==> config.mk <==
export PLATFORM = sky130hd
export DESIGN_NAME = alu_exec_unit
export DESIGN_NICKNAME = d
export VERILOG_FILES = /design/src/rtl/alu_pkg.sv /design/src/rtl/alu_exec_unit_mul.sv /design/src/rtl/alu_exec_unit.sv
export SDC_FILE = /design/constraint.sdc
export NUM_CORES = 1
export LEC_CHECK = 0
export BUFFER_PORTS_ARGS = -buffer_cell sky130_fd_sc_hd__buf_2
export CORE_MARGIN = 2
export CORE_UTILIZATION = 30
export CTS_BUF_LIST = sky130_fd_sc_hd__clkbuf_2 sky130_fd_sc_hd__clkbuf_4 sky130_fd_sc_hd__clkbuf_8
export DETAILED_ROUTE_END_ITERATION = 10
export SYNTH_ARGS = -nofsm -noshare
export SYNTH_HDL_FRONTEND = slang
export SYNTH_SLANG_ARGS = --single-unit
==> constraint.sdc <==
create_clock -name clk -period 3.1 [get_ports clk]
set_clock_uncertainty 0.2 [all_clocks]
set_input_delay 0.62 -clock clk [delete_from_list [all_inputs] [get_ports clk]]
set_output_delay 0.62 -clock clk [all_outputs]
set_load 0.03 [all_outputs]
==> src/rtl/alu_pkg.sv <==
// Shared types for the ALU execution unit: opcodes, FSM states
// and the opcode legality helper.
package alu_pkg;

    typedef enum logic [3:0] {
        OP_ADD = 4'd0,
        OP_SUB = 4'd1,
        OP_AND = 4'd2,
        OP_OR  = 4'd3,
        OP_XOR = 4'd4,
        OP_SHL = 4'd5,
        OP_SHR = 4'd6,
        OP_CMP = 4'd7,
        OP_ADC = 4'd8,
        OP_SBC = 4'd9,
        OP_MUL = 4'd10
    } alu_op_e;

    typedef enum logic {
        ST_IDLE = 1'b0,
        ST_MUL  = 1'b1
    } alu_state_e;

    function automatic logic is_legal_op(input logic [3:0] op);
        return op <= 4'd10;
    endfunction

endpackage

==> src/rtl/alu_exec_unit_mul.sv <==
// Shift-add multiplier: one multiplier bit per cycle, WIDTH cycles.
// product_o is the next accumulator value; valid when done_o is high.
module alu_mul_seq #(
    parameter int WIDTH = 8
) (
    input  logic               clk,
    input  logic               rst,
    input  logic               start_i,
    input  logic [WIDTH-1:0]   a_i,
    input  logic [WIDTH-1:0]   b_i,
    output logic               done_o,
    output logic [2*WIDTH-1:0] product_o
);
    localparam int SHW = $clog2(WIDTH);
    localparam logic [SHW-1:0] LAST = SHW'(WIDTH - 1);

    logic               run_q;
    logic [SHW-1:0]     cnt_q;
    logic [2*WIDTH-1:0] mcand_q;
    logic [WIDTH-1:0]   mplier_q;
    logic [2*WIDTH-1:0] acc_q;
    logic [2*WIDTH-1:0] acc_d;

    assign acc_d     = acc_q + (mplier_q[0] ? mcand_q : '0);
    assign done_o    = run_q && (cnt_q == LAST);
    assign product_o = acc_d;

    // Load operands on start, then add one partial product per cycle
    always_ff @(posedge clk) begin
        if (rst) begin
            run_q    <= 1'b0;
            cnt_q    <= '0;
            mcand_q  <= '0;
            mplier_q <= '0;
            acc_q    <= '0;
        end else if (start_i) begin
            run_q    <= 1'b1;
            cnt_q    <= '0;
            mcand_q  <= {{WIDTH{1'b0}}, a_i};
            mplier_q <= b_i;
            acc_q    <= '0;
        end else if (run_q) begin
            acc_q    <= acc_d;
            mcand_q  <= mcand_q << 1;
            mplier_q <= mplier_q >> 1;
            cnt_q    <= cnt_q + 1'b1;
            if (done_o) begin
                run_q <= 1'b0;
            end
        end
    end

endmodule

==> src/rtl/alu_exec_unit.sv <==
// WIDTH-bit execution unit: single-cycle ALU ops, sequential multiply,
// valid/ready issue, registered result and architectural flags.
module alu_exec_unit
    import alu_pkg::*;
#(
    parameter int WIDTH = 8
) (
    input  logic             clk,
    input  logic             rst,
    input  logic             in_valid,
    output logic             in_ready,
    input  logic [3:0]       op,
    input  logic [WIDTH-1:0] a,
    input  logic [WIDTH-1:0] b,
    output logic             out_valid,
    output logic [WIDTH-1:0] result,
    output logic             carry_flag,
    output logic             equal_flag,
    output logic             zero_flag,
    output logic             illegal_op,
    output logic             busy
);
    localparam int SHW = $clog2(WIDTH);

    alu_state_e       state_q;
    logic             ex_vld_q;
    alu_op_e          op_q;
    logic [WIDTH-1:0] a_q;
    logic [WIDTH-1:0] b_q;
    logic [WIDTH-1:0] result_q;
    logic             carry_q;
    logic             equal_q;
    logic             zero_q;
    logic             out_valid_q;
    logic             illegal_q;

    logic               accept;
    logic               is_mul;
    logic               mul_done;
    logic [2*WIDTH-1:0] mul_prod;
    logic               wr;

    logic [SHW-1:0]   amt;
    logic [WIDTH:0]   wide;
    logic [WIDTH:0]   shr;
    logic [WIDTH-1:0] result_d;
    logic             carry_d;
    logic             ill_d;

    assign in_ready   = (state_q == ST_IDLE);
    assign busy       = ~in_ready;
    assign accept     = in_valid && in_ready;
    assign is_mul     = (alu_op_e'(op) == OP_MUL);
    assign wr         = ex_vld_q || mul_done;
    assign out_valid  = out_valid_q;
    assign result     = result_q;
    assign carry_flag = carry_q;
    assign equal_flag = equal_q;
    assign zero_flag  = zero_q;
    assign illegal_op = illegal_q;

    alu_mul_seq #(
        .WIDTH(WIDTH)
    ) u_mul (
        .clk      (clk),
        .rst      (rst),
        .start_i  (accept && is_mul),
        .a_i      (a),
        .b_i      (b),
        .done_o   (mul_done),
        .product_o(mul_prod)
    );

    // Single-cycle datapath at WIDTH+1 bits; multiplier result overrides
    always_comb begin
        amt      = b_q[SHW-1:0];
        shr      = {a_q, 1'b0} >> amt;
        wide     = '0;
        carry_d  = carry_q;
        ill_d    = !is_legal_op(op_q);
        unique case (op_q)
            OP_ADD: begin
                wide    = {1'b0, a_q} + {1'b0, b_q};
                carry_d = wide[WIDTH];
            end
            OP_SUB, OP_CMP: begin
                wide    = {1'b0, a_q} - {1'b0, b_q};
                carry_d = wide[WIDTH];
            end
            OP_AND: wide = {1'b0, a_q & b_q};
            OP_OR:  wide = {1'b0, a_q | b_q};
            OP_XOR: wide = {1'b0, a_q ^ b_q};
            OP_SHL: begin
                wide    = {1'b0, a_q} << amt;
                carry_d = wide[WIDTH];
            end
            OP_SHR: begin
                wide    = {1'b0, shr[WIDTH:1]};
                carry_d = shr[0];
            end
            OP_ADC: begin
                wide    = {1'b0, a_q} + {1'b0, b_q}
                        + {{WIDTH{1'b0}}, carry_q};
                carry_d = wide[WIDTH];
            end
            OP_SBC: begin
                wide    = {1'b0, a_q} - {1'b0, b_q}
                        - {{WIDTH{1'b0}}, carry_q};
                carry_d = wide[WIDTH];
            end
            default: wide = '0;
        endcase
        result_d = wide[WIDTH-1:0];
        if (mul_done) begin
            result_d = mul_prod[WIDTH-1:0];
            carry_d  = |mul_prod[2*WIDTH-1:WIDTH];
            ill_d    = 1'b0;
        end
    end

    // Handshake capture, FSM, and result/flag commit
    always_ff @(posedge clk) begin
        if (rst) begin
            state_q     <= ST_IDLE;
            ex_vld_q    <= 1'b0;
            op_q        <= OP_ADD;
            a_q         <= '0;
            b_q         <= '0;
            result_q    <= '0;
            carry_q     <= 1'b0;
            equal_q     <= 1'b0;
            zero_q      <= 1'b0;
            out_valid_q <= 1'b0;
            illegal_q   <= 1'b0;
        end else begin
            ex_vld_q    <= accept && !is_mul;
            out_valid_q <= wr;
            illegal_q   <= wr && ill_d;
            if (accept) begin
                op_q <= alu_op_e'(op);
                a_q  <= a;
                b_q  <= b;
            end
            if (wr) begin
                result_q <= result_d;
                if (!ill_d) begin
                    carry_q <= carry_d;
                    equal_q <= (a_q == b_q);
                    zero_q  <= (result_d == '0);
                end
            end
            unique case (state_q)
                ST_IDLE: if (accept && is_mul) state_q <= ST_MUL;
                ST_MUL:  if (mul_done) state_q <= ST_IDLE;
                default: state_q <= ST_IDLE;
            endcase
        end
    end

endmodule

; ---- Word level (Yosys, flattened, before mapping)
; Cells that the tools add are included.
[totals]
register_bits = 79
output_inout_bits = 15
inputBits = 23
[classes]
eq_ne = 12
n_lt_le_gt_ge = 1
muxes = 15
shifts = 2
bitwise = 5
n_reduce_logical = 17
n_addsub = 6
[ops]
columns = op, n
row1 = one-hot mux 8 bit (9 select lines), 1
row2 = 2-to-1 mux 8 bit, 5
row3 = adder 16 bit, 1
row4 = "equality test 4 x 3 -> 1 bit, second input constant", 4
row5 = 2-to-1 mux 16 bit, 1
row6 = "equality test 4 bit, second input constant", 3
row7 = adder 8 x 8 -> 9 bit, 1
row8 = adder 9 x 1 -> 9 bit, 1
row9 = left shift 8 x 3 -> 9 bit, 1
row10 = >> shifter 9 x 3 -> 9 bit, 1
row11 = subtractor 8 x 8 -> 9 bit, 1
row12 = subtractor 9 x 1 -> 9 bit, 1
row13 = bitwise AND 8 bit, 1
row14 = "equality test 4 x 2 -> 1 bit, second input constant", 2
row15 = equality test 8 bit, 1
row16 = zero test 8 bit, 1
row17 = OR 8 bit, 1
row18 = OR reduction 8 bit, 1
row19 = XOR 8 bit, 1
row20 = nonzero test 7 bit, 1
row21 = 2-to-1 mux 1 bit, 6
row22 = one-hot mux 1 bit (6 select lines), 1
row23 = logical AND 1 bit, 5
row24 = "equality test 4 x 1 -> 1 bit, second input constant", 1
row25 = other kinds (12), 15

; ---- Depth between registers and ports, before layout
; Gate-level depths: netlist of run 1.
[logic_depth]
depth_word = 5
ltp_mapped = 15

; ---- By module
; A second synthesis of run 1 with hierarchy kept.
[unflattened]
cells_unflattened = 874
area_unflattened_um2 = 6820.3
[modules_own_cells]
columns = module, seq_area_each_um2, instances, area_each_um2, cells_per_inst
row1 = alu_exec_unit, 700.7, 1, 4071.4, 536
row2 = alu_mul_seq, 880.8, 1, 2748.9, 338

; ---- Worst setup path after synthesis of run 1
; OpenSTA, ideal clock, no wires.
[synth_path]
kind = flip-flop to flip-flop
from = register b_q[0]
to = register zero_q, in the netlist zero_flag
path_stages_with_launch = 16
required_ns = 2.816
setup_time_ns = 0.084
arrival_time_ns = 3.093
setup_slack_ns = -0.278
path_cell_list = dfxtp_1 clkbuf_1 inv_1 ha_1 inv_1 ha_1 ha_1 nor3b_1 a21oi_1 nor3_1 or4_4 a221oi_2 nand4_1 nor2_1 nand4_1 o31ai_2
[synth_via]
elab_chain_cells = 5
word_cells_on_any_way = 12
[synth_lines]
columns = element, line
row1 = start: declaration, alu_exec_unit.sv:29  ; logic [WIDTH-1:0] b_q;
row2 = start signal: assignment, alu_exec_unit.sv:128  ; b_q <= '0;
row3 = start signal: assignment, alu_exec_unit.sv:142  ; b_q <= b;
row4 = subtractor 8 x 8 -> 9 bit / adder 8 x 8 -> 9 bit (equally long branches), n/a
row5 = subtractor 9 x 1 -> 9 bit / adder 9 x 1 -> 9 bit (equally long branches), "alu_exec_unit.sv:108, alu_exec_unit.sv:103"
row6 = one-hot mux 8 bit (9 select lines) *, alu_exec_unit.sv:81  ; unique case (op_q)
row7 = 2-to-1 mux 8 bit *, alu_exec_unit.sv:114  ; if (mul_done) begin
row8 = zero test 8 bit *, alu_exec_unit.sv:149  ; zero_q <= (result_d == '0);
row9 = end signal: assignment, alu_exec_unit.sv:149
row10 = end: declaration, alu_exec_unit.sv:33  ; logic zero_q;
; Mark *: on every way between the ends. The rest lies on a longest branch, timed or not.
; A chain may end at the register's enable or synchronous reset.

; ---- Final worst setup path of run 1
[layout_path]
from = register a_q[0]
to = register zero_q, in the netlist zero_flag
[layout_via]
elab_chain_cells = 5
word_cells_on_any_way = 12
[layout_lines]
columns = element, line
row1 = start: declaration, alu_exec_unit.sv:28  ; logic [WIDTH-1:0] a_q;
row2 = start signal: assignment, alu_exec_unit.sv:127  ; a_q <= '0;
row3 = start signal: assignment, alu_exec_unit.sv:141  ; a_q <= a;
row4 = subtractor 8 x 8 -> 9 bit / adder 8 x 8 -> 9 bit (equally long branches), n/a
row5 = subtractor 9 x 1 -> 9 bit / adder 9 x 1 -> 9 bit (equally long branches), "alu_exec_unit.sv:108, alu_exec_unit.sv:103"
row6 = one-hot mux 8 bit (9 select lines) *, alu_exec_unit.sv:81
row7 = 2-to-1 mux 8 bit *, alu_exec_unit.sv:114
row8 = zero test 8 bit *, alu_exec_unit.sv:149
; Marked as above.

==> results.json, run 1 <==
{
  "status": "finished with violations",
  "violations": "setup timing",
  "slew_headroom": 0.492,
  "wl_per_cell_um": 16.3,
  "dp_slack_ns": -0.128,
  "avgSynthCellArea_um2": 7.91,
  "diodes": 0,
  "grtUsageMet3": 0.0275,
  "slew_violations": 0,
  "num-nets-final": 939,
  "final_common_cell": "buf_4",
  "overflow": 0,
  "clock_latency_ns": 0.37,
  "vdd.ir_drop.worst_mv": 0.195,
  "rows": 52,
  "worstMarginPinSlew_ns": 0.761,
  "synth_warnings": 0,
  "final_layout_size_suffix_gt1_frac": 0.254,
  "synthCells": 770,
  "leakagePower_nw": 3.10,
  "setup_viol": 1,
  "ctsHoldBuffers": 0,
  "cts-root-buf": "clkbuf_8",
  "max_freq_mhz": 319,
  "grt_pass1_vias": 5582,
  "syn_nets": 843,
  "grt_pass1_wl_um": 29500,
  "route.detailed.drc": 0,
  "grt.total_usage": 0.170,
  "clock_sinks": 79,
  "dr.pass1.iters": 5,
  "synth_seq_cells": 79,
  "crit_required_ns": 3.19,
  "antenna_found_initial": 0,
  "portBuffers": 37,
  "seq_area_um2": 1590,
  "grt.met2_usage": 0.270,
  "postRouteAntennaNets": 0,
  "dp_hpwl_um": 14600,
  "synth_flop_cell": "dfxtp_1",
  "fill_cells": 2109,
  "finalHoldViolCount": 0,
  "synth_area_um2": 6090,
  "fin_ws_ns": -0.0358,
  "boundaryPins": 38,
  "path_clk_slew_ns": 0.09,
  "vias_per_cell": 5.20,
  "cts_buffers": 9,
  "drv_cap": 0,
  "multi_input_area_um2": 4510,
  "vias": 5935,
  "cts_tree": "done",
  "start_kind": "flop",
  "core_um2": 20100,
  "end_kind": "flop",
  "die_area_um2": 21500,
  "fin_setup_tns_ns": -0.0358,
  "gp_congestion": 0.927,
  "die_height_um": 146,
  "yosysSeqAreaShare": 0.260,
  "synthArstFlopShare": 0,
  "final_cell_mix": "93 x buf_4, 92 x nor2_1, 81 x nand2_1",
  "path_class": "reg -> reg",
  "area_growth_pct": 26.3,
  "pwr_density_cell_nw_per_um2": 358,
  "htree_num_levels": 3,
  "start_util": 0.303,
  "drt-total-wl_um": 18600,
  "grt_most_used_layer": "met2",
  "met1_usage": 0.234,
  "grt_max_degree": 47,
  "path_max_fanout": 4,
  "cts_max_path_buffers": 2,
  "synth_edf_count": 0,
  "synth.distinct_cells": 80,
  "die_w_um": 146,
  "fin_crit_sh": 1.01,
  "rsz0062_at_grt": "yes",
  "hold_class": "reg -> reg",
  "period_minus_slack_ns": 3.14,
  "first_iter_violations": 382,
  "cp.arrival_ns": 3.22
}
through the flow:
step	area (µm²)	utilization	cells	hold slack [ns]	total power, W
5_1_grt	7690	0.383	1141	0.288	0.00290
6_report	7690	0.383	1141	0.287	0.00276
4_1_cts	7350	0.366	1136	0.271	0.00269
3_5_place_dp	7100	0.353	1118	0.273	0.00188
2_1_floorplan	6110	-	770	0.253	0.00157
3_3_place_gp	7100	0.353	1118	0.271	0.00188
worst max-delay path, stage by stage, from the launching register on:
cell      delay (ns)
dfxtp_2         0.33
buf_4           0.14
ha_2            0.19
fa_2            0.56
ha_1            0.24
nand3b_1        0.09
a211oi_1        0.06
or4_4           0.43
a221oi_4        0.28
nand4_1         0.11
nor2_1          0.12
nand4_1         0.12
o31ai_2         0.19
path summary, 6_finish.rpt:
check / slack [ns] / startpoint / cells past startpoint / to
worst min-delay path: 0.29 / b_q[5]$_SDFFE_PP0P_ / 2 / b_q[5]$_SDFFE_PP0P_
worst max-delay path: -0.04 / a_q[0]$_SDFFE_PP0P_ / 12 / zero_flag$_SDFFE_PP0P_
worst max register to register: -0.04 / a_q[0]$_SDFFE_PP0P_ / 12 / zero_flag$_SDFFE_PP0P_
worst min register to register: 0.29 / b_q[5]$_SDFFE_PP0P_ / 2 / b_q[5]$_SDFFE_PP0P_
flip-flops by register name (all words and copies together) (netlist names), 3 cells and up:
| register | flops |
|---|---|
| u_mul.acc_q | 16 |
| u_mul.mcand_q | 16 |
| a_q | 8 |
| b_q | 8 |
| result | 8 |
| u_mul.mplier_q | 8 |
| op_q | 4 |
| u_mul.cnt_q | 3 |
power breakdown:
group / switching, W / internal [W]
logic: 0.000479 / 0.000414
clock network: 0.000397 / 0.000385
registers: 0.0000336 / 0.00105
area by class of cell:
class / count / area share
Sequential cell: 79 / 0.207
Multi-Input combinational cell: 610 / 0.586
Tap cell: 270 / 0.0439
Clock buffer: 10 / 0.0171
Timing Repair Buffer: 134 / 0.122
Inverter: 32 / 0.0156
Clock inverter: 6 / 0.00895
cells in the mapped netlist (3+ instances only):
cell	n	share of area
o21bai_1	4	0.0049
o21ai_0	22	0.018
o21a_1	5	0.0062
buf_2	5	0.0041
nand2_1	82	0.051
and3_1	7	0.0072
a21boi_0	3	0.0037
a21o_1	6	0.0074
inv_1	32	0.020
nand4_1	5	0.0051
o22a_1	3	0.0043
a221oi_1	4	0.0058
dfxtp_1	79	0.26
nand2b_1	12	0.012
buf_4	3	0.0037
ha_1	47	0.097
mux2i_1	49	0.081
o22ai_1	4	0.0041
xnor2_1	24	0.035
or3_1	3	0.0031
nor2b_1	7	0.0072
a22oi_1	4	0.0049
nor2_1	93	0.057
a211oi_1	35	0.043
nor3_1	14	0.012
nand3_1	10	0.0082
a31o_2	3	0.0043
nand3b_1	4	0.0049
fa_1	3	0.0099
buf_1	10	0.0062
clkbuf_1	28	0.017
nor4_1	3	0.0031
o32ai_1	3	0.0043
xor2_1	12	0.017
nor3b_1	5	0.0062
and2_1	19	0.020
a21oi_1	56	0.046
o221ai_1	3	0.0043
a31oi_1	8	0.0082
cell families after synthesis:
group                      after synthesis  share of synthesized area
and+or+nand+nor                        280                      0.221
AOI/OAI and AO/OA                      192                      0.218
buffers and inverters                   81                     0.0555
DFF                                     79                      0.260
muxes                                   52                     0.0880
adders and majority gates               50                      0.106
xor gates and xnor gates                36                     0.0518
what timing repair did:
action                     CTS  global route
setup buffers                2             5
pin swaps                    2            21
resized for setup            8            60
setup endpoints to repair    3             8
routing by layer:
layer  share of wire  vias to the layer above
li1                -                     2944
met1            0.48                     2812
met2            0.45                      152
met3           0.043                       27
met4           0.023                        0
met5               0                        -
Note: power is estimated with default switching activity, not from simulation.
==> run 2: changes to the inputs <==
--- a/config.mk
+++ b/config.mk
@@ -6,9 +6,8 @@
 export NUM_CORES = 1
 export LEC_CHECK = 0
 export BUFFER_PORTS_ARGS = -buffer_cell sky130_fd_sc_hd__buf_2
-export CORE_MARGIN = 2
-export CORE_UTILIZATION = 30
-export CTS_BUF_LIST = sky130_fd_sc_hd__clkbuf_2 sky130_fd_sc_hd__clkbuf_4 sky130_fd_sc_hd__clkbuf_8
+export CORE_MARGIN = 8
+export CORE_UTILIZATION = 45
 export DETAILED_ROUTE_END_ITERATION = 10
 export SYNTH_ARGS = -nofsm -noshare
 export SYNTH_HDL_FRONTEND = slang
==> run 2 against run 1 <==
The flow still finishes with violations (setup timing). Utilization is 19 points higher. Clock power is 42% higher. Worst hold slack better by 0.0095 ns. Worst setup slack worse by 0.080 ns. Critical path depth is 1 higher. Cell count is 9.0% lower. Register-to-register slack worse by 0.08 ns. Die area is 18% lower. Sequential share of layout area is 0.27 points higher. Global-route usage is 4.5 points higher. Flip-flop and latch count stayed put. Non-clock buffer count is 9 lower. Largest cell class unchanged.
==> results.json, run 2 (same netlist as run 1, synthesis figures left out) <==
{
  "start_util": 0.460,
  "fin_ws_ns": -0.115,
  "cts_tree": "done",
  "clock_latency_ns": 0.34,
  "diodes": 0,
  "num-nets-final": 930,
  "seq_area_um2": 1590,
  "vdd.ir_drop.worst_mv": 0.224,
  "worstMarginPinSlew_ns": 0.728,
  "die_height_um": 132,
  "highest_layer": "met4",
  "path_max_fanout": 3,
  "grt.total_usage": 0.215,
  "final_common_cell": "nor2_1",
  "postPlaceCellArea_um2": 6940,
  "die_w_um": 132,
  "rows": 42,
  "slew_violations": 0,
  "final_layout_size_suffix_gt1_frac": 0.237,
  "postRouteAntennaNets": 0,
  "die_area_um2": 17500,
  "setup_viol": 1,
  "fill_cells": 1255,
  "dr.pass1.iters": 5,
  "cts_max_path_buffers": 2,
  "crit_end": "zero_flag$_SDFFE_PP0P_",
  "design_power_total_w": 0.00306,
  "r2r_end": "zero_flag$_SDFFE_PP0P_",
  "drv_cap": 0,
  "gp_congestion": 0.897,
  "violations": "setup timing",
  "path_clk_slew_ns": 0.07,
  "drt-total-wl_um": 19200,
  "hold_class": "reg -> reg",
  "status": "finished with violations",
  "wl_met1_um": 9270,
  "dp_hpwl_um": 15100,
  "crit_required_ns": 3.16,
  "utilization": 0.574,
  "boundaryPins": 38,
  "cp.arrival_ns": 3.28,
  "stdcell_area_um2": 7610,
  "critical_path.startpoint": "a_q[0]$_SDFFE_PP0P_",
  "area_growth_pct": 24.9,
  "routed-wl-met3_um": 1210,
  "vias": 5942,
  "route.detailed.drc": 0,
  "portBuffers": 37,
  "pwr_density_cell_nw_per_um2": 403,
  "fin_crit_sh": 1.04,
  "slew_headroom": 0.513,
  "grt_pass1_vias": 5649,
  "max_freq_mhz": 311,
  "rsz0062_at_grt": "yes",
  "period_minus_slack_ns": 3.22,
  "grt_pass1_wl_um": 30600,
  "wl_per_cell_um": 18.5,
  "leakagePower_nw": 3.08,
  "first_iter_violations": 509,
  "core_um2": 13200,
  "reg2regPathDepth": 13,
  "end_kind": "flop",
  "dr_wl_met2_um": 8470,
  "grt_max_degree": 41,
  "path_class": "reg -> reg",
  "vias_per_cell": 5.72,
  "top_regs": "u_mul.acc_q x16, u_mul.mcand_q x16",
  "finalHoldViolCount": 0,
  "cts_buffers": 9,
  "clock_sinks": 79,
  "antenna_found_initial": 0,
  "final_cell_mix": "91 x nor2_1, 86 x buf_4, 81 x nand2_1",
  "start_kind": "flop",
  "cts-root-buf": "clkbuf_16",
  "htree_num_levels": 3,
  "r2r_slack_ns": -0.12,
  "multi_input_area_um2": 4500,
  "r2r_start": "a_q[0]$_SDFFE_PP0P_",
  "overflow": 0
}
run 2: metal layers:
layer,vias up,global-route usage
met5,-,0
met4,0,0.0568
met3,25,0.0362
met2,200,0.327
met1,2805,0.305
li1,2912,-
run 2: how the worst min path moves through the flow:
stage	startpoint	cells after the start	endpoint	slack [ns]
2_1_floorplan	b_q[3]$_SDFFE_PP0P_	2	b_q[3]$_SDFFE_PP0P_	0.25
3_3_place_gp	a_q[0]$_SDFFE_PP0P_	2	a_q[0]$_SDFFE_PP0P_	0.26
3_5_place_dp	a_q[0]$_SDFFE_PP0P_	2	a_q[0]$_SDFFE_PP0P_	0.27
4_1_cts	busy$_SDFF_PP0_	2	busy$_SDFF_PP0_	0.29
5_1_grt	u_mul.acc_q[13]$_SDFFE_PP0P_	2	u_mul.acc_q[13]$_SDFFE_PP0P_	0.31
6_report	u_mul.acc_q[13]$_SDFFE_PP0P_	2	u_mul.acc_q[13]$_SDFFE_PP0P_	0.30
run 2: final cells by class:
cell class	instances	share of cell area
multi-input combinational	610	0.592
sequential	79	0.209
timing repair buffer	125	0.113
clock buffer	9	0.0296
tap	176	0.0290
inverter	32	0.0158
clock inverter	7	0.0110
run 2: what timing repair did:
item / 4_1_cts / 5_1_grt
buffers inserted: 1 / 2
setup endpoints to repair: 5 / 8
pin swaps: 10 / 15
hold buffers: 0 / 0
resized for setup: 18 / 44
gates cloned: 0 / 0
run 2: where the power goes:
group          switching [W]  internal, W  total (W)
sequential         0.0000346      0.00105    0.00108
clock               0.000467     0.000641    0.00111
combinational       0.000472     0.000402   0.000874
total               0.000974      0.00209    0.00306
run 2: critical path: stages, from the launching register on:
cell and delay [ns]:
dfxtp_2 0.34, inv_2 0.05, ha_4 0.15, fa_2 0.47
ha_4 0.29, nor3b_1 0.04, a21oi_1 0.11, nor3_1 0.06
or4_4 0.53, a221oi_4 0.31, nand4_1 0.12, nor2_1 0.12
nand4_1 0.11, o31ai_2 0.23
run 2: per-stage QoR:
| step | hold WS (ns) | std cells | TNS, ns | setup slack (ns) |
|---|---|---|---|---|
| finish | 0.297 | 1038 | -0.115 | -0.115 |
| global route | 0.305 | 1038 | -0.282 | -0.279 |
| CTS | 0.294 | 1036 | -0.0776 | -0.0776 |
| detailed placement | 0.270 | 1019 | -0.560 | -0.176 |
| global placement | 0.263 | 1019 | -0.506 | -0.160 |
| floorplan | 0.253 | 770 | -0.0293 | -0.0293 |
==> run 3: changes to the inputs <==
--- a/config.mk
+++ b/config.mk
@@ -8,6 +8,7 @@
 export BUFFER_PORTS_ARGS = -buffer_cell sky130_fd_sc_hd__buf_2
 export CORE_MARGIN = 8
 export CORE_UTILIZATION = 45
+export CTS_BUF_LIST = sky130_fd_sc_hd__clkbuf_4 sky130_fd_sc_hd__clkbuf_8
 export DETAILED_ROUTE_END_ITERATION = 10
 export SYNTH_ARGS = -nofsm -noshare
 export SYNTH_HDL_FRONTEND = slang
==> run 3 against run 2 <==
Cell area is 1.0% lower. Highest routed layer unchanged. Largest power group is now sequential cells. Total power down 9.0%. The flow still finishes with violations (setup timing). Critical path depth stayed put. Sequential share of layout area up 0.24 points. Global-route usage about the same. Clock power down 25%. Via count is 0.10% lower.
==> results.json, run 3 (same netlist as run 1, synthesis figures left out) <==
{
  "status": "finished with violations",
  "violations": "setup timing",
  "htree_num_levels": 3,
  "cts-root-buf": "clkbuf_8",
  "grt_pass1_vias": 5638,
  "ctsHoldBuffers": 0,
  "path_max_fanout": 3,
  "path_clk_slew_ns": 0.10,
  "num-nets-final": 931,
  "stdcell_area_um2": 7530,
  "diodes": 0,
  "utilization": 0.568,
  "wl_per_cell_um": 18.5,
  "overflow": 0,
  "vdd.ir_drop.worst_mv": 0.358,
  "clock_latency_ns": 0.37,
  "postPlaceCellArea_um2": 6940,
  "core_um2": 13200,
  "vias_per_cell": 5.71,
  "grt_pass1_wl_um": 30600,
  "vias": 5936,
  "route.detailed.drc": 0,
  "finalHoldViolCount": 0,
  "dp_hpwl_um": 15100,
  "die_height_um": 132,
  "cp.arrival_ns": 3.32,
  "cp_slowest_stage_delay_ns": 0.53,
  "boundaryPins": 38,
  "cts_max_path_buffers": 2,
  "top_regs": "u_mul.acc_q x16, u_mul.mcand_q x16",
  "first_iter_violations": 538,
  "pwr_density_cell_nw_per_um2": 370,
  "fin_setup_tns_ns": -0.127,
  "area_growth_pct": 23.6,
  "slew_violations": 0,
  "crit_chain": "inv_2 -> ha_4 -> fa_2 -> ha_4 -> nor3b_1 -> a21oi_1 -> nor3_1 -> or4_4 -> a221oi_4 -> nand4_1 -> nor2_1 -> nand4_1 -> o31ai_2",
  "cp_slowest_cell": "or4_4",
  "worstMarginPinSlew_ns": 0.709,
  "final_cell_mix": "91 x nor2_1, 87 x buf_4, 81 x nand2_1",
  "grt_max_degree": 41,
  "die_area_um2": 17500,
  "fin_ws_ns": -0.127,
  "final_layout_size_suffix_gt1_frac": 0.242,
  "cts_buffers": 9,
  "rows": 42,
  "crit_required_ns": 3.19,
  "start_kind": "flop",
  "path_class": "reg -> reg",
  "hold_class": "reg -> reg",
  "drt-total-wl_um": 19200,
  "clock_sinks": 79,
  "final_common_cell": "nor2_1",
  "cts_tree": "done",
  "dr.pass1.iters": 5,
  "end_kind": "flop",
  "slew_headroom": 0.526,
  "path_buf_inv": 1,
  "fin_crit_sh": 1.04,
  "rsz0062_at_grt": "yes",
  "postRouteAntennaNets": 0,
  "start_util": 0.460,
  "setup_viol": 1,
  "die_w_um": 132,
  "portBuffers": 37,
  "antenna_found_initial": 0,
  "drv_cap": 0,
  "gp_congestion": 0.897,
  "max_freq_mhz": 310,
  "leakagePower_nw": 3.05,
  "period_minus_slack_ns": 3.23,
  "grt.total_usage": 0.215,
  "cp_top_family": "simple AND/OR/NAND/NOR gates"
}
-- run 3: layout make-up --
cell class | count | area, µm²
sequential | 79 | 1590
multi-input combinational | 610 | 4520
timing repair buffer | 126 | 870
tap | 176 | 220
fill | 1263 | 5720
clock buffer | 9 | 124
inverter | 32 | 120
clock inverter | 7 | 83.8
-- run 3: tightest hold or removal path: cells and delay by family (launching register included) --
family | cells | cell delay [ns]
and+or+nand+nor | 1 | 0.05
AOI/OAI and AO/OA | 1 | 0.06
DFF | 1 | 0.35
-- run 3: worst paths after layout --
kind         cells after the start                endpoint  slack (ns)                start
max                             13  zero_flag$_SDFFE_PP0P_       -0.13  a_q[0]$_SDFFE_PP0P_
min                              2     b_q[5]$_SDFFE_PP0P_        0.30  b_q[5]$_SDFFE_PP0P_
max reg2reg                     13  zero_flag$_SDFFE_PP0P_       -0.13  a_q[0]$_SDFFE_PP0P_
min reg2reg                      2     b_q[5]$_SDFFE_PP0P_        0.30  b_q[5]$_SDFFE_PP0P_
-- run 3: stage by stage --
step / cells / hold WS (ns) / worst slack (ns) / power, W
global placement: 1019 / 0.263 / -0.160 / 0.00188
CTS: 1036 / 0.278 / -0.0786 / 0.00275
global route: 1039 / 0.286 / -0.278 / 0.00294
detailed placement: 1019 / 0.270 / -0.176 / 0.00189
floorplan: 770 / 0.253 / -0.0293 / 0.00157
finish: 1039 / 0.295 / -0.127 / 0.00279
-- run 3: routing by layer --
layer  part of all wire  vias to the layer above  global-route usage
met3              0.056                       32              0.0423
met4              0.017                        0              0.0599
met1               0.49                     2805               0.303
li1                   -                     2917                   -
met2               0.43                      182               0.324
met5                  0                        -                   0
-- run 3: power breakdown --
part	internal [W]	total (W)	switching [W]
Sequential	0.00105	0.00108	0.0000348
Clock	0.000389	0.000830	0.000441
Combinational	0.000401	0.000876	0.000475
Total	0.00184	0.00279	0.000951
-- run 3: timing repair --
action | 4_1_cts | 5_1_grt
resized for setup | 21 | 46
setup endpoints to repair | 5 | 8
pin swaps | 9 | 17
setup buffers | 1 | 3
